## config.mk

```make
export PLATFORM = sky130hd
export DESIGN_NAME = gate_unit_pipe
export DESIGN_NICKNAME = d
export VERILOG_FILES = /design/src/rtl/gate_unit_pipe.sv
export SDC_FILE = /design/constraint.sdc
export NUM_CORES = 1
export LEC_CHECK = 0
export ABC_AREA = 0
export BUFFER_PORTS_ARGS = -buffer_cell sky130_fd_sc_hd__buf_4
export CORE_UTILIZATION = 55
export DETAILED_ROUTE_END_ITERATION = 7
export GPL_TIMING_DRIVEN = 0
export MAX_ROUTING_LAYER = met4
export PLACE_DENSITY_LB_ADDON = 0.25
export SLEW_MARGIN = 20
export SYNTH_ARGS = -nofsm -noshare
export SYNTH_HDL_FRONTEND = slang
export SYNTH_SLANG_ARGS = --single-unit
```

## constraint.sdc

```tcl
create_clock -name clk -period 2.1 [get_ports clk]
set_clock_uncertainty 0.15 [all_clocks]
set_input_delay 0.42 -clock clk [delete_from_list [all_inputs] [get_ports clk]]
set_output_delay 0.42 -clock clk [all_outputs]
set_load 0.005 [all_outputs]
```

## src/rtl/gate_unit_pipe.sv

```systemverilog
// Bitwise logic-gate stage: applies one of eight gate ops to WIDTH-bit operands
// and buffers results in a DEPTH-entry first-word-fall-through queue.

package gate_unit_pipe_pkg;

  typedef enum logic [2:0] {
    OP_NOT  = 3'b000,
    OP_AND  = 3'b001,
    OP_OR   = 3'b010,
    OP_XOR  = 3'b011,
    OP_NAND = 3'b100,
    OP_NOR  = 3'b101,
    OP_XNOR = 3'b110,
    OP_BUF  = 3'b111
  } op_e;

endpackage

module gate_unit_pipe
  import gate_unit_pipe_pkg::*;
#(
  parameter int WIDTH = 8,
  parameter int DEPTH = 2,
  parameter int CW    = $clog2(DEPTH + 1)
) (
  input  logic             clk,
  input  logic             rst,
  input  logic             in_valid,
  output logic             in_ready,
  input  logic [2:0]       op,
  input  logic [WIDTH-1:0] a,
  input  logic [WIDTH-1:0] b,
  output logic             out_valid,
  input  logic             out_ready,
  output logic [WIDTH-1:0] z,
  output logic             z_zero,
  output logic [CW-1:0]    count
);

  localparam int AW = $clog2(DEPTH);
  localparam logic [CW-1:0] FULL = CW'(DEPTH);

  logic [WIDTH-1:0] mem_q [DEPTH];
  logic [AW-1:0]    rd_ptr_q, rd_ptr_d;
  logic [AW-1:0]    wr_ptr_q, wr_ptr_d;
  logic [CW-1:0]    count_q,  count_d;
  logic [WIDTH-1:0] result;
  logic             push;
  logic             pop;

  always_comb begin
    // NOTE: every always_comb output gets a default first so no path leaves it
    // unassigned, which would otherwise infer a latch.
    result = '0;
    case (op_e'(op))
      OP_NOT:  result = ~a;
      OP_AND:  result = a & b;
      OP_OR:   result = a | b;
      OP_XOR:  result = a ^ b;
      OP_NAND: result = ~(a & b);
      OP_NOR:  result = ~(a | b);
      OP_XNOR: result = ~(a ^ b);
      OP_BUF:  result = a;
      default: result = '0;
    endcase
  end

  // Ready/valid come from registered occupancy only: no out_ready -> in_ready path.
  assign in_ready  = (count_q != FULL);
  assign out_valid = (count_q != '0);
  assign push      = in_valid && in_ready;
  assign pop       = out_valid && out_ready;

  always_comb begin
    rd_ptr_d = rd_ptr_q;
    wr_ptr_d = wr_ptr_q;
    count_d  = count_q;
    // DEPTH is a power of two, so pointer overflow is the modulo wrap.
    if (push) wr_ptr_d = wr_ptr_q + AW'(1);
    if (pop)  rd_ptr_d = rd_ptr_q + AW'(1);
    if (push && !pop)      count_d = count_q + CW'(1);
    else if (pop && !push) count_d = count_q - CW'(1);
  end

  always_ff @(posedge clk) begin
    // NOTE: sequential state uses non-blocking assignments so every register
    // samples pre-edge values regardless of process evaluation order.
    if (rst) begin
      rd_ptr_q <= '0;
      wr_ptr_q <= '0;
      count_q  <= '0;
    end else begin
      rd_ptr_q <= rd_ptr_d;
      wr_ptr_q <= wr_ptr_d;
      count_q  <= count_d;
    end
  end

  // NOTE: the storage array is deliberately not reset; an entry is only ever
  // observed after a push has written it, and count gates visibility.
  always_ff @(posedge clk) begin
    if (push && !rst) mem_q[wr_ptr_q] <= result;
  end

  assign z      = out_valid ? mem_q[rd_ptr_q] : '0;
  assign z_zero = out_valid && (z == '0);
  assign count  = count_q;

endmodule

```

---- Yosys cells after proc, flatten, opt, wreduce, memory -nomap -nowiden ----
Memories as Yosys holds them, arrays and structs flattened. A register that Yosys moved wholly into a read port is not among the register bits.
Cells that the tools add are included.
operators by class
  divide/modulo/power cells ............... 0
  shifts and indexed selects .............. 0
  reduce and logical (&&, ||, !) cells .... 13
  bitwise gates (word level) .............. 7
  $lt $le $gt $ge ......................... 0
  muxes and demuxes ....................... 8
  equality and inequality tests ........... 8
  $add $sub $neg .......................... 4
  multipliers ............................. 0
operators with widths
  kind                                              count
  one-hot mux 8 bit (8 select lines)                1
  NOT 8 bit                                         4
  == test 3 bit, second input constant              4
  AND 8 bit                                         1
  zero test 8 bit                                   1
  2-to-1 mux 8 bit                                  1
  bitwise OR 8 bit                                  1
  XOR 8 bit                                         1
  == test 3 x 2 -> 1 bit, second input constant     2
  logical AND 1 bit                                 6
  2-to-1 mux 1 bit                                  4
  2-to-1 mux 2 bit                                  2
  nonzero test 2 bit                                2
  == test 3 x 1 -> 1 bit, second input constant     1
  zero test 1 bit                                   3
  zero test 3 bit                                   1
  adder 1 bit, second input constant                2
  adder 2 x 1 -> 2 bit, second input constant       1
  inequality test 2 bit, second input constant      1
  subtractor 2 x 1 -> 2 bit, second input constant  1
storage, ports and cells
  memories ................................ 1
  bits in latches ......................... 0
  bits in read-only memories .............. 0
  input port bits ......................... 23
  memory bits (writable) .................. 16
  register bits after elaboration ......... 4
memory list
  memory  depth  bits a word  read ports  clocked after memory_dff  write ports  RTL line  RTL
  mem_q   2      8            1           1                         1            43        logic [WIDTH-1:0] mem_q [DEPTH];

---- Depth between registers and ports, before layout ----
Gate-level depths: netlist of run 1.
  word-level depth ........................ 6
  gate-level depth with buffers ........... 7

---- Worst setup path before layout of run 1 ----
OpenSTA, ideal clock, no wires.
  path kind ............................... register to register
  start point ............................. register count_q[0], in the netlist count[0]
  end point ............................... memory mem_q[1][0], enable pin
  setup time .............................. 0.385 ns
  data arrival time ....................... 1.364 ns
  data required time ...................... 1.565 ns
  stages on the path, launching flop included .. 4
  period minus slack after synthesis ...... 1.900 ns
  setup slack ............................. 0.200 ns
  cell sequence ........................... dfxtp_1 > nand2b_1 > nand2_1 > nor3b_1
on the way
  word-level cells in the longest chain between the ends .. 5
ends and longest elaborated chain
  what                                    RTL line  RTL
  from (decl)                             46        logic [CW-1:0] count_q, count_d;
  from (signal assigned)                  95        count_q <= count_d;
  inequality test 2 bit                   69        assign in_ready = (count_q != FULL);
  named net in_ready                      29        output logic in_ready,
  logical AND 1 bit                       71        assign push = in_valid && in_ready;
  logical AND 1 bit                       102       if (push && !rst) mem_q[wr_ptr_q] <= result;
  2-to-1 mux 1 bit                        102
  2-to-1 mux 1 bit (not written as such)  102
  to (decl)                               43
The timed path passes the listed nets, and every way through them passes these cells.

==> reports/results.md, run 1 <==
| Group | Item | Value |
| --- | --- | --- |
| outcome | Outcome | finished, violations left |
| outcome | Violations in the final reports | DRC, setup timing |
| critical path | Type of the setup path with the least slack | reg2out |
| grt | Global-route met1 utilization | 0.2521 |
| synthesis | Post-synthesis net count | 229 |
| grt | Wire length of the first global-routing pass | 6044 um |
| place | Number of placed instances with taps included | 265 |
| critical path | Max Fanout on Critical Path | 2 |
| clocking | TritonCTS sink count | 21 |
| drt | DR pass1 iterations | 7 |
| sta | Pins over their slew limit | 0 |
| drt | Antenna Violating Nets Remaining | 0 |
| clocking | Clock latency of the later-clocked register in the worst-skew pair | 0.29 ns |
| synthesis | Gate Count Post-Synth | 189 |
| sta | Slew at the pin with the worst max-slew slack | 0.5968 ns |
| run | Number of max-capacitance violations reported | 0 |
| finish | Layout fillers | 220 |
| place | Placer congestion estimate | 0.8224 |
| synthesis | Number of synthesis warnings | 0 |
| finish | Ant diodes | 0 |
| place | Port-buffer cells | 34 |
| finish | Layout Area Growth over Synthesis | 20.48% |
| critical path | Count of cells along the worst register-to-register path | 6 |
| sta | Total negative slack | -0.09736 ns |
| clocking | Maximum buffer depth of the clock tree | 2 |
| grt | Total global routing overflow | 0 |
| floorplanning | Row count | 19 |
| drt | Count of routing violations after the opening detailed-route iteration | 58 |
| finish | Number of nets in the finished design | 269 |
| sta | Setup slack of the critical path after layout | -0.09736 ns |
| grt | Layer with the highest usage after global routing | met2 |
| critical path | Crit path cell chain | or4_4 -> nor3_2 -> a31oi_1 -> nor3_2 -> buf_4 |
| drt | Routed WL | 3526 um |
| worst hold path | Class of the worst hold path | in2reg |
| floorplanning | Initial core utilization | 0.6011 |
| grt | Antenna violations before repair | 0 |
| finish | Post-layout instance count excluding filler cells | 270 |
| power | Pwr Density | 691.9 nW/um2 |
| critical path | Delay of the slowest cell on the worst path | 0.54 ns |
| critical path | Data arrival, critical path | 1.63 ns |
| power | IR drop worst, VDD | 0.0002654 V |
| sta | Rel. slew slack | 0.6000 |
| drt | Detailed-route DRC error count | 3 |
| drt | Via count | 1,537 |
| floorplanning | Die outline area | 3372 um2 |
| grt | Pin count of the biggest net entering global routing | 12 |
| clocking | Clock tree root buffer cell | sky130_fd_sc_hd__clkbuf_4 |
| drt | Number of vias per cell after detailed routing | 5.693 |
| grt | Via count of the first global-routing pass | 1,476 |
| clocking | Post-CTS Hold Buffers | 0 |
| sta | Setup repair after global routing missed its margin | true |
| clocking | Clock tree from TritonCTS | built |
| grt | Global routing usage on met3 | 0.004464 |
| floorplanning | I/O pin count | 36 |
| place | Total half-perimeter wirelength after legalization and detailed placement | 2842 um |
| synthesis | Seq/Total Area, Yosys | 0.3357 |
| finish | Ratio of cells with drive above 1 in the final layout | 0.2544 |
| floorplanning | Width of the chip | 58.07 um |
| critical path | Startpoint type of the worst setup path | flip-flop |
| sta | Share of the cycle needed by the critical path after routing | 1.046 |
| power | Leakage component of the power | 0.0009211 uW |
| grt | Tot GR Track Use | 0.2323 |
| finish | Most used cells in the layout excluding fill and tap cells | sky130_fd_sc_hd__buf_4 (38), sky130_fd_sc_hd__nor2_1 (25), sky130_fd_sc_hd__inv_1 (22), sky130_fd_sc_hd__ha_1 (17), sky130_fd_sc_hd__edfxtp_1 (16) |
| critical path | Most repeated library cell on the critical path | sky130_fd_sc_hd__nor3_2 |
| finish | Most frequent standard cell in the layout excluding fill and tap cells | sky130_fd_sc_hd__buf_4 |
| critical path | Slowest cell on the critical path | sky130_fd_sc_hd__or4_4 |
| synthesis | Flip-flop and latch count after synthesis | 21 |
| synthesis | Cell area after technology mapping | 1729 um2 |
| drt | Wire per inst | 13.06 um |
| worst hold path | Hold Path Stages | 2 |
| floorplanning | Core Box Area | 2877 um2 |
| sta | Setup-violating endpoint count in the final report | 1 |
| sta | Max Clk Rate | 455.1 MHz |
| clocking | Clock transition time at the flip-flop clock pins of the worst setup and hold paths | 0.10 ns |
| floorplanning | Floorplan die height | 58.07 um |
| sta | Minimum period implied by the final worst setup slack | 2.197 ns |
| critical path | Type of destination of the critical path | output port |
| clocking | CTS buffer count | 3 |
| critical path | Worst EP required | 1.53 ns |
| clocking | H-tree depth reported by CTS | 1 |
| grt | Global-route met2 utilization | 0.4466 |
| sta | Final Hold Violating Endpoints | 0 |
| synthesis | Synth Area per Inst | 9.149 um2 |
| synthesis | Yosys cell types | 33 |
worst paths after layout:
path | startpoint | to | slack, ns
worst min-delay path | rst | count[1]$_SDFFE_PP0P_ | 0.19
worst max register to register | count[0]$_SDFFE_PP0P_ | count[1]$_SDFFE_PP0P_ | 0.16
worst min register to register | rd_ptr_q$_SDFFE_PP0P_ | flip-flop | 0.38
worst max-delay path | mem_q[0][7]$_DFFE_PP_ | z_zero | -0.1
state kept, by name (all words and copies together) (netlist names), named ones only:
signal	flops
mem_q	16
count	2
wr_ptr_q	1
rd_ptr_q	1
cells in the mapped netlist (all sizes together):
| cell type | number | share of area |
|---|---|---|
| o211ai | 4 | 0.017 |
| mux4 | 3 | 0.039 |
| nor2 | 26 | 0.056 |
| buf | 8 | 0.038 |
| dfxtp | 5 | 0.058 |
| clkbuf | 2 | 0.0043 |
| nand2b | 1 | 0.0036 |
| or3 | 3 | 0.011 |
| a21oi | 7 | 0.020 |
| nand2 | 10 | 0.022 |
| inv | 23 | 0.050 |
| nor2b | 4 | 0.014 |
| o2111ai | 2 | 0.010 |
| ha | 17 | 0.12 |
| a31oi | 6 | 0.022 |
| o21ai | 17 | 0.049 |
| mux2i | 12 | 0.069 |
| o221ai | 3 | 0.015 |
| o221a | 4 | 0.026 |
| xor2 | 4 | 0.020 |
| a211oi | 1 | 0.0043 |
| a22oi | 1 | 0.0043 |
| nor4 | 2 | 0.0072 |
| nor3 | 4 | 0.017 |
| edfxtp | 16 | 0.28 |
| or4 | 1 | 0.0065 |
| nor3b | 3 | 0.013 |
through the flow:
| stage | setup WS, ns | cell area (um2) | hold WS (ns) | power [uW] | util |
|---|---|---|---|---|---|
| 6_report | -0.09736 | 2083 | 0.1921 | 1441 | 0.7242 |
| 2_1_floorplan | 0.2002 | 1729 | 0.3225 | 983.9 | - |
| 3_5_place_dp | -0.09142 | 2037 | 0.3568 | 1260 | 0.7081 |
| 3_3_place_gp | 0.02523 | 2037 | 0.3357 | 1217 | 0.7081 |
| 4_1_cts | -0.1188 | 2076 | 0.1783 | 1437 | 0.7216 |
| 5_1_grt | -0.1780 | 2083 | 0.2072 | 1545 | 0.7242 |
cell families (layout without fill, tap and decap cells):
kind of cell | count (synthesis) | after routing | synth area share
adders and majority gates | 17 | 17 | 0.1230
muxes | 15 | 15 | 0.1085
DFF | 21 | 21 | 0.3357
xor gates and xnor gates | 4 | 4 | 0.02026
and+or+nand+nor | 54 | 54 | 0.1512
AOI/OAI and AO/OA | 45 | 45 | 0.1686
buffers and inverters | 33 | 72 | 0.09262
area by class of cell:
type,instances,area [um2],share of cell area
multi-input cells,135,1001,0.4805
flip-flops and latches,21,580.6,0.2787
repair buffers,35,262.8,0.1261
inverters,23,86.33,0.04144
plain buffers,10,73.82,0.03544
well taps,42,52.55,0.02523
clock buffers,4,26.28,0.01261
what timing repair did:
| action | CTS | global route |
|---|---|---|
| setup buffers | 1 | 0 |
| endpoints found under the setup margin | 9 | 18 |
| resized for setup | 1 | 2 |
| pin swaps | 1 | 0 |
| cloned | 0 | 0 |
report_power, final:
group	total, uW	internal [uW]	switching, uW
Sequential	585	526	59.5
Clock	175	73.7	102
Combinational	681	347	334
Total	1440	946	495
layer usage:
| layer | wire length (um) | up-vias |
|---|---|---|
| li1 | - | 757 |
| met1 | 1433 | 713 |
| met2 | 1884 | 61 |
| met3 | 151 | 6 |
| met4 | 57 | 0 |
| met5 | 0 | - |
critical path, delay by kind of cell, from the launching register on:
family,cells,cell delay (ns)
buffers and inverters,1,0.12
AO/OA/AOI/OAI,1,0.06
flip-flops,1,0.40
AND/OR/NAND/NOR,3,0.76
Note: power is estimated with default switching activity, not from simulation.
==> run 2, diff against run 1 <==
Settings changed: REMOVE_ABC_BUFFERS set to 1.
==> reports/results.md, run 2 (same netlist as run 1, synthesis figures left out) <==
| Group | Item | Value | Change |
| --- | --- | --- | --- |
| drt | Number of vias per cell after detailed routing | 5.350 | -6.0% |
| outcome | Outcome | finished, violations left |  |
| drt | Detailed-route DRC error count | 3 | unchanged |
| drt | DR pass1 iterations | 6 | -1 |
| outcome | Violations in the final reports | DRC, setup timing |  |
| critical path | Max Fanout on Critical Path | 2 | unchanged |
| sta | Slew at the pin with the worst max-slew slack | 0.5987 ns | +0.001915 ns |
| place | Port-buffer cells | 35 | +2.9% |
| power | Leakage component of the power | 0.0008782 uW | -4.7% |
| clocking | H-tree depth reported by CTS | 1 | unchanged |
| clocking | Maximum buffer depth of the clock tree | 2 | unchanged |
| sta | Pins over their slew limit | 0 | unchanged |
| sta | Max Clk Rate | 448.9 MHz | -1.4% |
| finish | Layout fillers | 235 | +6.8% |
| sta | Rel. slew slack | 0.5987 | -0.001284 |
| floorplanning | Row count | 19 | unchanged |
| critical path | Crit path cell chain | or4_4 -> nor3_2 -> a31oi_1 -> nor3_2 -> buf_4 |  |
| worst hold path | Class of the worst hold path | in2reg |  |
| critical path | Number of buffers and inverters on the critical path | 1 | unchanged |
| finish | Storage cell area | 581.8 um2 | +0.22% |
| place | Post-placement worst setup slack | -0.006487 ns | +0.08493 ns |
| drt | Count of routing violations after the opening detailed-route iteration | 36 | -38% |
| power | Clock group share of total power | 0.126 | +0.004 |
| finish | Largest reg by FF count | mem_q |  |
| finish | Layout Area Growth over Synthesis | 16.28% |  |
| sta | Setup repair after global routing missed its margin | true |  |
| clocking | Clock tree root buffer cell | sky130_fd_sc_hd__clkbuf_4 |  |
| critical path | Most repeated library cell on the critical path | sky130_fd_sc_hd__nor3_2 |  |
| place | Total half-perimeter wirelength after legalization and detailed placement | 2456 um | -14% |
| power | Proportion of power drawn by flip-flops and latches | 0.434 | +0.028 |
| floorplanning | Width of the chip | 58.07 um | unchanged |
| finish | Utilization after layout | 0.6990 | -0.02523 |
| critical path | Type of the setup path with the least slack | reg2out |  |
| clocking | CTS buffer count | 3 | unchanged |
| drt | Routed WL | 3025 um | -14% |
| finish | Ratio of cells with drive above 1 in the final layout | 0.2339 | -0.02044 |
| finish | Multi-input gate area in the final layout | 1001 um2 | unchanged |
| floorplanning | Core Box Area | 2877 um2 | unchanged |
| drt | Antenna Violating Nets Remaining | 0 | unchanged |
| clocking | TritonCTS sink count | 21 | unchanged |
| floorplanning | Die outline area | 3372 um2 | unchanged |
| power | IR drop worst, VDD | 0.0002692 V | +1.5% |
| power | Pwr Density | 696.4 nW/um2 | +0.66% |
| grt | Antenna violations before repair | 0 | unchanged |
| finish | Ant diodes | 0 | unchanged |
| finish | Most used cells in the layout excluding fill and tap cells | sky130_fd_sc_hd__buf_4 (35), sky130_fd_sc_hd__nor2_1 (25), sky130_fd_sc_hd__inv_1 (22), sky130_fd_sc_hd__ha_1 (17), sky130_fd_sc_hd__edfxtp_1 (16) |  |
| critical path | Delay of the slowest cell on the worst path | 0.54 ns | about the same |
| critical path | Data arrival, critical path | 1.66 ns | +0.03 ns |
| drt | Via count | 1,391 | -9.5% |
| power | Switching portion of total power | 0.3371 | -0.006256 |
| power | Internal cell power | 928.2 uW | -1.9% |
| critical path | Type of destination of the critical path | output port |  |
| critical path | Worst EP required | 1.53 ns | about the same |
| floorplanning | Initial core utilization | 0.6011 | unchanged |
| drt | Wire per inst | 11.63 um | -11% |
| critical path | Cell family contributing the most delay on the critical path | simple AND/OR/NAND/NOR gates |  |
| grt | Tot GR Track Use | 0.2061 | -0.02625 |
| grt | Pin count of the biggest net entering global routing | 39 | +27 |
| run | Number of max-capacitance violations reported | 0 | unchanged |
| clocking | Clock tree from TritonCTS | built |  |
| sta | Total negative slack | -0.1277 ns | -0.03037 ns |
| grt | Wire length of the first global-routing pass | 5264 um | -13% |
| sta | Final Hold Violating Endpoints | 0 | unchanged |
| power | Switching pwr | 472.0 uW | -4.6% |
| floorplanning | I/O pin count | 36 | unchanged |
| power | Relative contribution of combinational cells to total power | 0.439 | -0.033 |
| floorplanning | Floorplan die height | 58.07 um | unchanged |
| finish | Most frequent standard cell in the layout excluding fill and tap cells | sky130_fd_sc_hd__buf_4 |  |
| grt | Via count of the first global-routing pass | 1,302 | -12% |
| grt | Total global routing overflow | 0 | unchanged |
| critical path | Slowest cell on the critical path | sky130_fd_sc_hd__or4_4 |  |
| clocking | Clock latency of the later-clocked register in the worst-skew pair | 0.30 ns | about the same |
| clocking | Number of setup buffers added after CTS | 0 | -1 |
| clocking | Clock transition time at the flip-flop clock pins of the worst setup and hold paths | 0.11 ns | about the same |
| sta | Minimum period implied by the final worst setup slack | 2.228 ns | +0.03037 ns |
| place | Placer congestion estimate | 0.7966 | -3.1% |
| finish | Max FFs per register | 16 | unchanged |
| finish | Number of nets in the finished design | 259 | -3.7% |
| power | PnR Total Power | 1400 uW | -2.9% |
| sta | Setup slack of the critical path after layout | -0.1277 ns | -0.03037 ns |
| critical path | Startpoint type of the worst setup path | flip-flop |  |
| sta | Share of the cycle needed by the critical path after routing | 1.061 | +0.01446 |
| sta | Setup-violating endpoint count in the final report | 1 | unchanged |
[run 2: per-layer routing]
metal  track usage  part of all wire  vias up
li1              -                 -      734
met5             -                 0        -
met3       0.02679             0.030        2
met4       0.06122            0.0046        0
met1        0.2238              0.43      625
met2        0.3875              0.54       30
[run 2: timing repair]
| action | CTS | global route |
|---|---|---|
| hold buffers | 0 | 0 |
| resized for setup | 2 | 2 |
| endpoints found under the hold margin | 0 | 0 |
| pin swaps | 1 | 0 |
| setup endpoints to repair | 14 | 10 |
[run 2: through the flow]
stage / hold WS, ns / instances / area [um2]
after floorplan: 0.3225 / 179 / 1655
after global placement: 0.3374 / 256 / 1971
after global routing: 0.1935 / 260 / 2011
after detailed placement: 0.3517 / 256 / 1971
after CTS: 0.1782 / 260 / 2007
final: 0.1861 / 260 / 2011
[run 2: layout make-up]
type	instances	share of cell area
clock buffers	4	0.01307
inverters	23	0.04294
multi-input cells	135	0.4978
flip-flops and latches	21	0.2894
well taps	42	0.02614
repair buffers	35	0.1307
[run 2: worst paths after layout]
| path | startpoint | end | slack [ns] | cells after the start |
|---|---|---|---|---|
| max reg2reg | count[0]$_SDFFE_PP0P_ | count[1]$_SDFFE_PP0P_ | 0.21 | 6 |
| max | mem_q[0][7]$_DFFE_PP_ | z_zero | -0.13 | 5 |
| min reg2reg | rd_ptr_q$_SDFFE_PP0P_ | flip-flop | 0.37 | 2 |
| min | rst | flip-flop | 0.19 | 2 |
[run 2: power by group through the flow]
stage | logic, uW | clock network [uW] | registers, uW
3_5_place_dp | 614 | 0 | 613
5_1_grt | 687 | 190 | 621
4_1_cts | 619 | 184 | 604
2_1_floorplan | 350 | 0 | 599
6_report | 615 | 177 | 608
3_3_place_gp | 584 | 0 | 608
[run 2: worst reg2reg max path: stages (launching register included)]
cell	delay, ns
sky130_fd_sc_hd__dfxtp_1	0.39
sky130_fd_sc_hd__nand2b_1	0.18
sky130_fd_sc_hd__nand2_1	0.19
sky130_fd_sc_hd__inv_1	0.08
sky130_fd_sc_hd__ha_1	0.33
sky130_fd_sc_hd__or3_1	0.38
sky130_fd_sc_hd__a21oi_1	0.13
